===== config.mk =====
export PLATFORM = sky130hd
export DESIGN_NAME = fixed_addsub_pipe
export DESIGN_NICKNAME = d
export VERILOG_FILES = /design/src/rtl/fixed_pkg.sv /design/src/rtl/fixed_pipe_stage.sv /design/src/rtl/fixed_addsub_pipe.sv
export SDC_FILE = /design/constraint.sdc
export NUM_CORES = 1
export LEC_CHECK = 0
export CAP_MARGIN = 20
export CORE_MARGIN = 5
export CORE_UTILIZATION = 30
export DETAILED_ROUTE_END_ITERATION = 16
export GPL_TIMING_DRIVEN = 0
export PLACE_DENSITY = 0.56
export SYNTH_ARGS = -nofsm -noshare
export SYNTH_HDL_FRONTEND = slang
export SYNTH_SLANG_ARGS = --single-unit
export TNS_END_PERCENT = 100

===== constraint.sdc =====
create_clock -name clk -period 3.9 [get_ports clk]
set_input_delay 1.17 -clock clk [delete_from_list [all_inputs] [get_ports clk]]
set_output_delay 1.17 -clock clk [all_outputs]
set_load 0.02 [all_outputs]

===== src/rtl/fixed_pkg.sv =====
// Shared arithmetic helpers for the fixed-point add/subtract pipeline.
// Operands travel MAX_BITS wide (sign-extended) so one function serves every BITS.
package fixed_pkg;

  localparam int MAX_BITS = 64;

  typedef logic [MAX_BITS-1:0] word_t;
  typedef logic [MAX_BITS:0]   wide_t;

  function automatic word_t FIXED_MAX(input int bits);
    return (word_t'(1) << (bits - 1)) - word_t'(1);
  endfunction

  function automatic word_t FIXED_MIN(input int bits);
    return ~FIXED_MAX(bits);
  endfunction

  // Returns {ovf, result}; only result[bits-1:0] is meaningful to the caller.
  function automatic wide_t sat_addsub(input word_t a, input word_t b, input logic op_sub,
                                       input int bits, input logic saturate);
    wide_t s;
    logic  ovf;
    word_t res;
    s = op_sub ? ({a[MAX_BITS-1], a} - {b[MAX_BITS-1], b})
               : ({a[MAX_BITS-1], a} + {b[MAX_BITS-1], b});
    // The exact sum fits in bits+1; overflow when its top two bits disagree.
    ovf = ^(2'(s >> (bits - 1)));
    if (saturate && ovf) begin
      res = s[MAX_BITS] ? FIXED_MIN(bits) : FIXED_MAX(bits);
    end else begin
      res = s[MAX_BITS-1:0];
    end
    return {ovf, res};
  endfunction

endpackage


===== src/rtl/fixed_pipe_stage.sv =====
// One delay slice of the add/sub pipeline: valid, data and overflow registers.
module fixed_pipe_stage #(
  parameter int BITS = 8
) (
  input  logic            clk,
  input  logic            rst_n,
  input  logic            en_i,
  input  logic            valid_i,
  input  logic [BITS-1:0] data_i,
  input  logic            ovf_i,
  output logic            valid_o,
  output logic [BITS-1:0] data_o,
  output logic            ovf_o
);

  logic            valid_q;
  logic [BITS-1:0] data_q;
  logic            ovf_q;

  // Payload only loads with a real beat, so bubbles leave the last data in place.
  always_ff @(posedge clk) begin
    if (!rst_n) begin
      valid_q <= 1'b0;
      data_q  <= '0;
      ovf_q   <= 1'b0;
    end else if (en_i) begin
      valid_q <= valid_i;
      if (valid_i) begin
        data_q <= data_i;
        ovf_q  <= ovf_i;
      end
    end
  end

  assign valid_o = valid_q;
  assign data_o  = data_q;
  assign ovf_o   = ovf_q;

endmodule


===== src/rtl/fixed_addsub_pipe.sv =====
// Pipelined two's-complement adder/subtractor with optional saturation,
// per-beat and sticky overflow, and whole-pipe valid/ready stalling.
module fixed_addsub_pipe
  import fixed_pkg::*;
#(
  parameter int               BITS        = 8,
  parameter logic [8*16-1:0]  PRECISION   = "FIXED_4_4",
  parameter int               PIPE_STAGES = 2,
  parameter int               SATURATE    = 1
) (
  input  logic            clk,
  input  logic            rst_n,
  input  logic            in_valid,
  output logic            in_ready,
  input  logic            op_sub,
  input  logic [BITS-1:0] a,
  input  logic [BITS-1:0] b,
  output logic            out_valid,
  input  logic            out_ready,
  output logic [BITS-1:0] c,
  output logic            ovf,
  output logic            ovf_sticky,
  input  logic            ovf_clr
);

  logic                              adv;
  logic [PIPE_STAGES-1:0]            v_s;
  logic [PIPE_STAGES-1:0][BITS-1:0]  c_s;
  logic [PIPE_STAGES-1:0]            o_s;
  word_t                             a_ext;
  word_t                             b_ext;
  logic [BITS-1:0]                   c1_d;
  logic                              ovf1_d;
  logic                              v1_q;
  logic [BITS-1:0]                   c1_q;
  logic                              o1_q;
  logic                              sticky_q;
  logic                              sticky_d;
  logic                              unused_prec;

  // The format tag only labels the stream; the binary point never moves.
  assign unused_prec = ^PRECISION;

  assign adv      = !v_s[PIPE_STAGES-1] || out_ready;
  assign in_ready = adv;

  assign a_ext = word_t'($signed(a));
  assign b_ext = word_t'($signed(b));

  always_comb begin
    c1_d   = BITS'(sat_addsub(a_ext, b_ext, op_sub, BITS, SATURATE != 0));
    ovf1_d = 1'(sat_addsub(a_ext, b_ext, op_sub, BITS, SATURATE != 0) >> MAX_BITS);
  end

  always_ff @(posedge clk) begin
    if (!rst_n) begin
      v1_q <= 1'b0;
      c1_q <= '0;
      o1_q <= 1'b0;
    end else if (adv) begin
      v1_q <= in_valid;
      if (in_valid) begin
        c1_q <= c1_d;
        o1_q <= ovf1_d;
      end
    end
  end

  assign v_s[0] = v1_q;
  assign c_s[0] = c1_q;
  assign o_s[0] = o1_q;

  for (genvar i = 1; i < PIPE_STAGES; i++) begin : g_stage
    fixed_pipe_stage #(.BITS(BITS)) u_stage (
      .clk    (clk),
      .rst_n  (rst_n),
      .en_i   (adv),
      .valid_i(v_s[i-1]),
      .data_i (c_s[i-1]),
      .ovf_i  (o_s[i-1]),
      .valid_o(v_s[i]),
      .data_o (c_s[i]),
      .ovf_o  (o_s[i])
    );
  end

  assign out_valid = v_s[PIPE_STAGES-1];
  assign c         = c_s[PIPE_STAGES-1];
  assign ovf       = o_s[PIPE_STAGES-1];

  // A set on the same cycle as a clear wins.
  assign sticky_d = (sticky_q && !ovf_clr) || (out_valid && out_ready && ovf);

  always_ff @(posedge clk) begin
    if (!rst_n) begin
      sticky_q <= 1'b0;
    end else begin
      sticky_q <= sticky_d;
    end
  end

  assign ovf_sticky = sticky_q;

endmodule


======== Word-level counts from Yosys, hierarchy flattened ========
Cells that the tools add are included.
Widths: inputs -> output; s select.
word-level totals
  output and inout bits ................... 12
  flip-flop bits (word level) ............. 21
  bits of input ports ..................... 22
cells by class
  muxes and demuxes ....................... 3
  reductions and logical operators ........ 10
  add/sub/neg operators ................... 2
operator list
  operator           number
  $mux 65            1
  $mux 8             2
  $add 8x8->9        1
  $sub 8x8->9        1
  $reduce_and 2->1   2
  $logic_and 1x1->1  3
  $logic_not 1->1    2
  $logic_or 1x1->1   2
  $reduce_xor 2->1   1

======== Logic depth before layout (Yosys ltp) ========
Gate-level depths: netlist (run 1).
  depth after elaboration ................. 4
  depth in mapped cells ................... 16
  gate-level depth less buffers ........... 16

======== Modules after synthesis ========
Synthesis (run 1) repeated with hierarchy kept, for this count alone.
unflattened totals
  cell total of the unflattened synthesis .. 183
  area, all modules ....................... 1541.5 um^2
modules (own cells, without submodules)
  module             area an instance (um^2)  cells an instance  times used
  fixed_addsub_pipe  1144.8                   138                1
  fixed_pipe_stage   396.6                    45                 1

======== Worst setup path before layout (run 1) ========
Ideal clock, no wire load.
  path kind ............................... input to register
  start ................................... input port b[0]
  end ..................................... register c1_q[5]
  cell stages on the path ................. 15
  slack ................................... -0.036 ns
  buffers on the path ..................... 0
  arrival ................................. 3.878 ns
  cells stage by stage .................... inv_1 -> ha_1 -> mux2i_1 -> fa_1 -> a211oi_2 -> o21ai_1 -> a21oi_2 -> xor2_2 -> inv_1 -> ha_1 -> inv_1 -> and3_1 -> o2111ai_1 -> nor4bb_1 -> o21a_1
on the way
  word-level cells in the longest chain between the ends .. 4
ends and longest elaborated chain
  what                                        RTL line                 source
  start, declared                             fixed_addsub_pipe.sv:17  input logic [BITS-1:0] b,
  $add 8x8->9 or $sub 8x8->9 (tied branches)  --
  $mux 65 (*)                                 --
  $reduce_xor 2->1 (*)                        --
  net ovf1_d                                  fixed_addsub_pipe.sv:33  logic ovf1_d;
  $mux 8 (*)                                  fixed_pkg.sv:28          if (saturate && ovf) begin
  end signal, assigned                        fixed_addsub_pipe.sv:58  c1_q <= '0;
  end signal, assigned                        fixed_addsub_pipe.sv:63  c1_q <= c1_d;
  end, declared                               fixed_addsub_pipe.sv:35  logic [BITS-1:0] c1_q;
The timed path passes the listed nets; every way through them passes the cells marked *.
A chain may end at the register's enable or synchronous reset.

======== Worst setup path in the final report (run 1) ========
  start ................................... input port b[1]
  end ..................................... register c1_q[5]
Same word-level chain as after synthesis.

==> metrics.log, run 1 <==
INFO  metric detail_route.vias_per_cell = approximately 4.7
INFO  metric min_from = g_stage[1].u_stage.data_o[0]$_SDFFE_PN0P_
INFO  metric cts_hold_buffers = 0
INFO  metric number_of_hold_violations_in_the_final_report = 0
INFO  metric total_power = 0.000746 W
INFO  metric placement.io_buffers = 32
INFO  metric wire_length_of_the_first_global_routing_pass = roughly 6000 um
INFO  metric clkTransAtPathRegs = around 0.08 ns
INFO  metric leakage = roughly 0.82 nW
INFO  metric syn-instance-count = between 150 and 200
INFO  metric commonest_cells_after_routing_fill_and_taps_aside = 24 x clkdlybuf4s50_1, 21 x dfxtp_1, 13 x nand2_1
INFO  metric drt.antenna.violating_nets = 0
INFO  metric worst-endpoint-required = between 4 and 5 ns
INFO  metric setup.reg_to_reg.worst_slack = 2.42 ns
INFO  metric layout.cells.most_common = clkdlybuf4s50_1
INFO  metric clock_tree.buffer_depth = 2
INFO  metric min_path_type = reg -> reg
INFO  metric dp_worst_setup_slack = -1.04 ns
INFO  metric ir_drop = between 0.0001 and 0.00015 V
INFO  metric layout.nets = 255
INFO  metric post_synth_edffs = 0
INFO  metric postSynthNetCount = between 200 and 250
INFO  metric dieArea = ~6400 um^2
INFO  metric cts_tree = done
INFO  metric total_routed_wirelength = approximately 3500 um
INFO  metric vias_in_the_first_global_route = 1363
INFO  metric critical_path_class = in -> reg
INFO  metric clock_tree_sinks = 21
INFO  metric clock_insertion_delay_worst_skew = between 0.2 and 0.3 ns
INFO  metric critPathMaxFanout = 4
INFO  metric post-dp-hpwl = 2660 um
INFO  metric finalInstanceArea = 2120 um^2
INFO  metric grt_antenna_before_repair = 0
INFO  metric cts_made_buffers = 3
INFO  metric postPlaceCellArea = 1870 um^2
INFO  metric finalCoreUtilization = between 40 and 50%
INFO  metric drcViolationCount = 0
INFO  metric final_layout_size_suffix_gt1_share = roughly 27%
INFO  metric hold-path-endpoint = g_stage[1].u_stage.data_o[0]$_SDFFE_PN0P_
INFO  metric fin_ws = roughly 0.12 ns
INFO  metric die-width = 79.9 um
INFO  metric drt_first_pass_iters = 4
INFO  metric cp_data_arrival_time = roughly 4.0 ns
INFO  metric wl_per_cell = 12.3 um
INFO  metric area_delta_synth_final = 44.4%
INFO  metric cp-start-kind = primary input
INFO  metric antenna_cells_inserted = 0
INFO  metric core-area = 4720 um^2
INFO  metric timing.final.setup_violations = 0
INFO  metric final_worst_clock_skew = between 0.004 and 0.005 ns
INFO  metric reg2reg_depth = 6
INFO  metric crit_start = b[1]
INFO  metric final_slew_viol_count = 0
INFO  metric die_height = approximately 80 um
INFO  metric worstReg2RegStart = g_stage[1].u_stage.valid_o$_SDFFE_PN0N_
INFO  metric crit-reg2reg-capture = c1_q[1]$_SDFFE_PN0P_
INFO  metric globalplace.congestion = approximately 0.76
INFO  metric floorplan.rows = 25
INFO  metric synth_warnings = 0
INFO  metric detailedRoute.firstIterationViolations = 34
INFO  metric total_routing_usage_reported_by_global_routing = a little under an eighth
INFO  metric setup.worst_path.end_class = register
INFO  metric final_period_minus_worst_setup_slack = about 3.8 ns
INFO  metric worst_pin_slew = approximately 0.44 ns
INFO  metric io_pins = 34
INFO  metric final_cell_count_no_fill = 287
INFO  metric period_share = between 90% and 100%
INFO  metric flop_and_latch_count_out_of_synthesis = 21
INFO  metric cts.root.buffer_cell = clkbuf_8
INFO  metric power_per_cell_area = ~350 nW/um^2
INFO  metric htree_levels = 1
INFO  metric maximum_frequency_from_static_timing_analysis = 265 MHz
INFO  metric vias = 1353
INFO  metric yosysSeqAreaShare = 28.7%
INFO  metric library_cells_used_by_synthesis = 44
INFO  metric synth-main-ff-cell = dfxtp_1
INFO  metric syn_avg_cell_area = between 8 and 9 um^2
INFO  metric grt_start_max_net_pins = 13
INFO  metric maxSlewHeadroom = just over 70%
INFO  metric grt.overflow.total = 0
INFO  metric run_status = finished clean
INFO  metric post-place-cells = 271
INFO  metric starting_density_of_the_core = 31.0%
INFO  metric drv.max_cap_violation_count = 0
INFO  metric worstHoldPathCells = 2
INFO  metric mappedNetlistArea = approximately 1500 um^2
INFO  metric postSynth.asyncResetShare = 0%
## per-layer routing
layer  global-route usage, %  vias to the layer above  share of wire [%]
li1                        -                      711                  -
met1                    14.6                      606                 48
met2                    19.7                       34                 46
met3                    1.58                        2                5.7
met4                    2.53                        0               0.37
met5                       0                        -                  0
## power breakdown
| group | total [W] | internal, W | switching (W) |
|---|---|---|---|
| clock | 0.000139 | 0.0000710 | 0.0000683 |
| combinational | 0.000350 | 0.000175 | 0.000175 |
| sequential | 0.000256 | 0.000242 | 0.0000147 |
| total | 0.000746 | 0.000488 | 0.000258 |
## logic make-up after synthesis
kind of cell,after synthesis,share of synthesized area [%]
adders and majority gates,12,10.8
AOI/OAI and AO/OA,52,25.8
xor gates and xnor gates,13,8.28
muxes,1,0.683
and+or+nand+nor,58,20.8
DFF,21,28.7
buffers and inverters,15,5.03
## worst max path at each step
stage | to | cells after the start
3_5_place_dp | c1_q[5]$_SDFFE_PN0P_ | 17
3_3_place_gp | c1_q[5]$_SDFFE_PN0P_ | 17
5_1_grt | c1_q[5]$_SDFFE_PN0P_ | 16
2_1_floorplan | c1_q[5]$_SDFFE_PN0P_ | 16
6_report | c1_q[5]$_SDFFE_PN0P_ | 16
4_1_cts | c1_q[5]$_SDFFE_PN0P_ | 16
## cell usage after synthesis (4+ instances only)
cell type / instances / area, um^2
nand2_1: 13 / 48.8
ha_1: 11 / 138
a21boi_0: 12 / 90.1
o21ai_1: 4 / 20.0
inv_1: 7 / 26.3
nor2_1: 11 / 41.3
a21oi_1: 9 / 45.0
o21a_1: 7 / 52.6
xnor2_1: 9 / 78.8
dfxtp_1: 21 / 420
nand3_1: 12 / 60.1
nor3_1: 7 / 35.0
o211a_1: 4 / 40.0
## per-stage QoR
stage | hold slack (ns) | setup TNS [ns]
after global routing | 0.500 | -0.00652
after CTS | 0.469 | 0
final | 0.463 | 0
after floorplan | 0.449 | 0
after detailed placement | 0.457 | -7.77
after global placement | 0.455 | -7.53
## cell type report
type,count,area (um^2)
fillers,487,2610
multi-input cells,136,1110
flip-flops and latches,21,420
repair buffers,44,385
well taps,67,83.8
plain buffers,7,45.0
clock buffers,3,41.3
inverters,8,30.0
clock inverters,1,5.00
## timing repair
action / CTS / global route
setup buffers: 3 / 9
gates cloned: 0 / 0
pin swaps: 6 / 24
endpoints found under the hold margin: 0 / 0
gates resized for setup: 28 / 21
endpoints found under the setup margin: 10 / 5
## worst max-delay path, stage by stage
cell,delay [ns]
buf_2,0.16
inv_1,0.09
ha_4,0.22
mux2i_4,0.17
ha_1,0.25
nor2b_1,0.14
o31a_1,0.35
o21ai_2,0.17
a21oi_2,0.10
xor2_2,0.20
ha_4,0.29
inv_2,0.05
and3_4,0.16
o2111ai_1,0.10
nor4bb_1,0.22
o21a_1,0.15
## flip-flops by register name, indices dropped and copies added (netlist names)
register                 cells
ovf_sticky                   1
o1_q                         1
c1_q                         8
g_stage.u_stage.data_o       8
v1_q                         1
g_stage.u_stage.ovf_o        1
g_stage.u_stage.valid_o      1
(Power assumes the default switching activity.)
==> run 2: changes to the inputs <==
--- a/config.mk
+++ b/config.mk
@@ -8,6 +8,7 @@
 export CAP_MARGIN = 20
 export CORE_MARGIN = 5
 export CORE_UTILIZATION = 30
+export CTS_CLUSTER_DIAMETER = 100
 export DETAILED_ROUTE_END_ITERATION = 16
 export GPL_TIMING_DRIVEN = 0
 export PLACE_DENSITY = 0.56
==> results of run 2 <==
The final DEF is identical to that of run 1; final timing and power are the same.
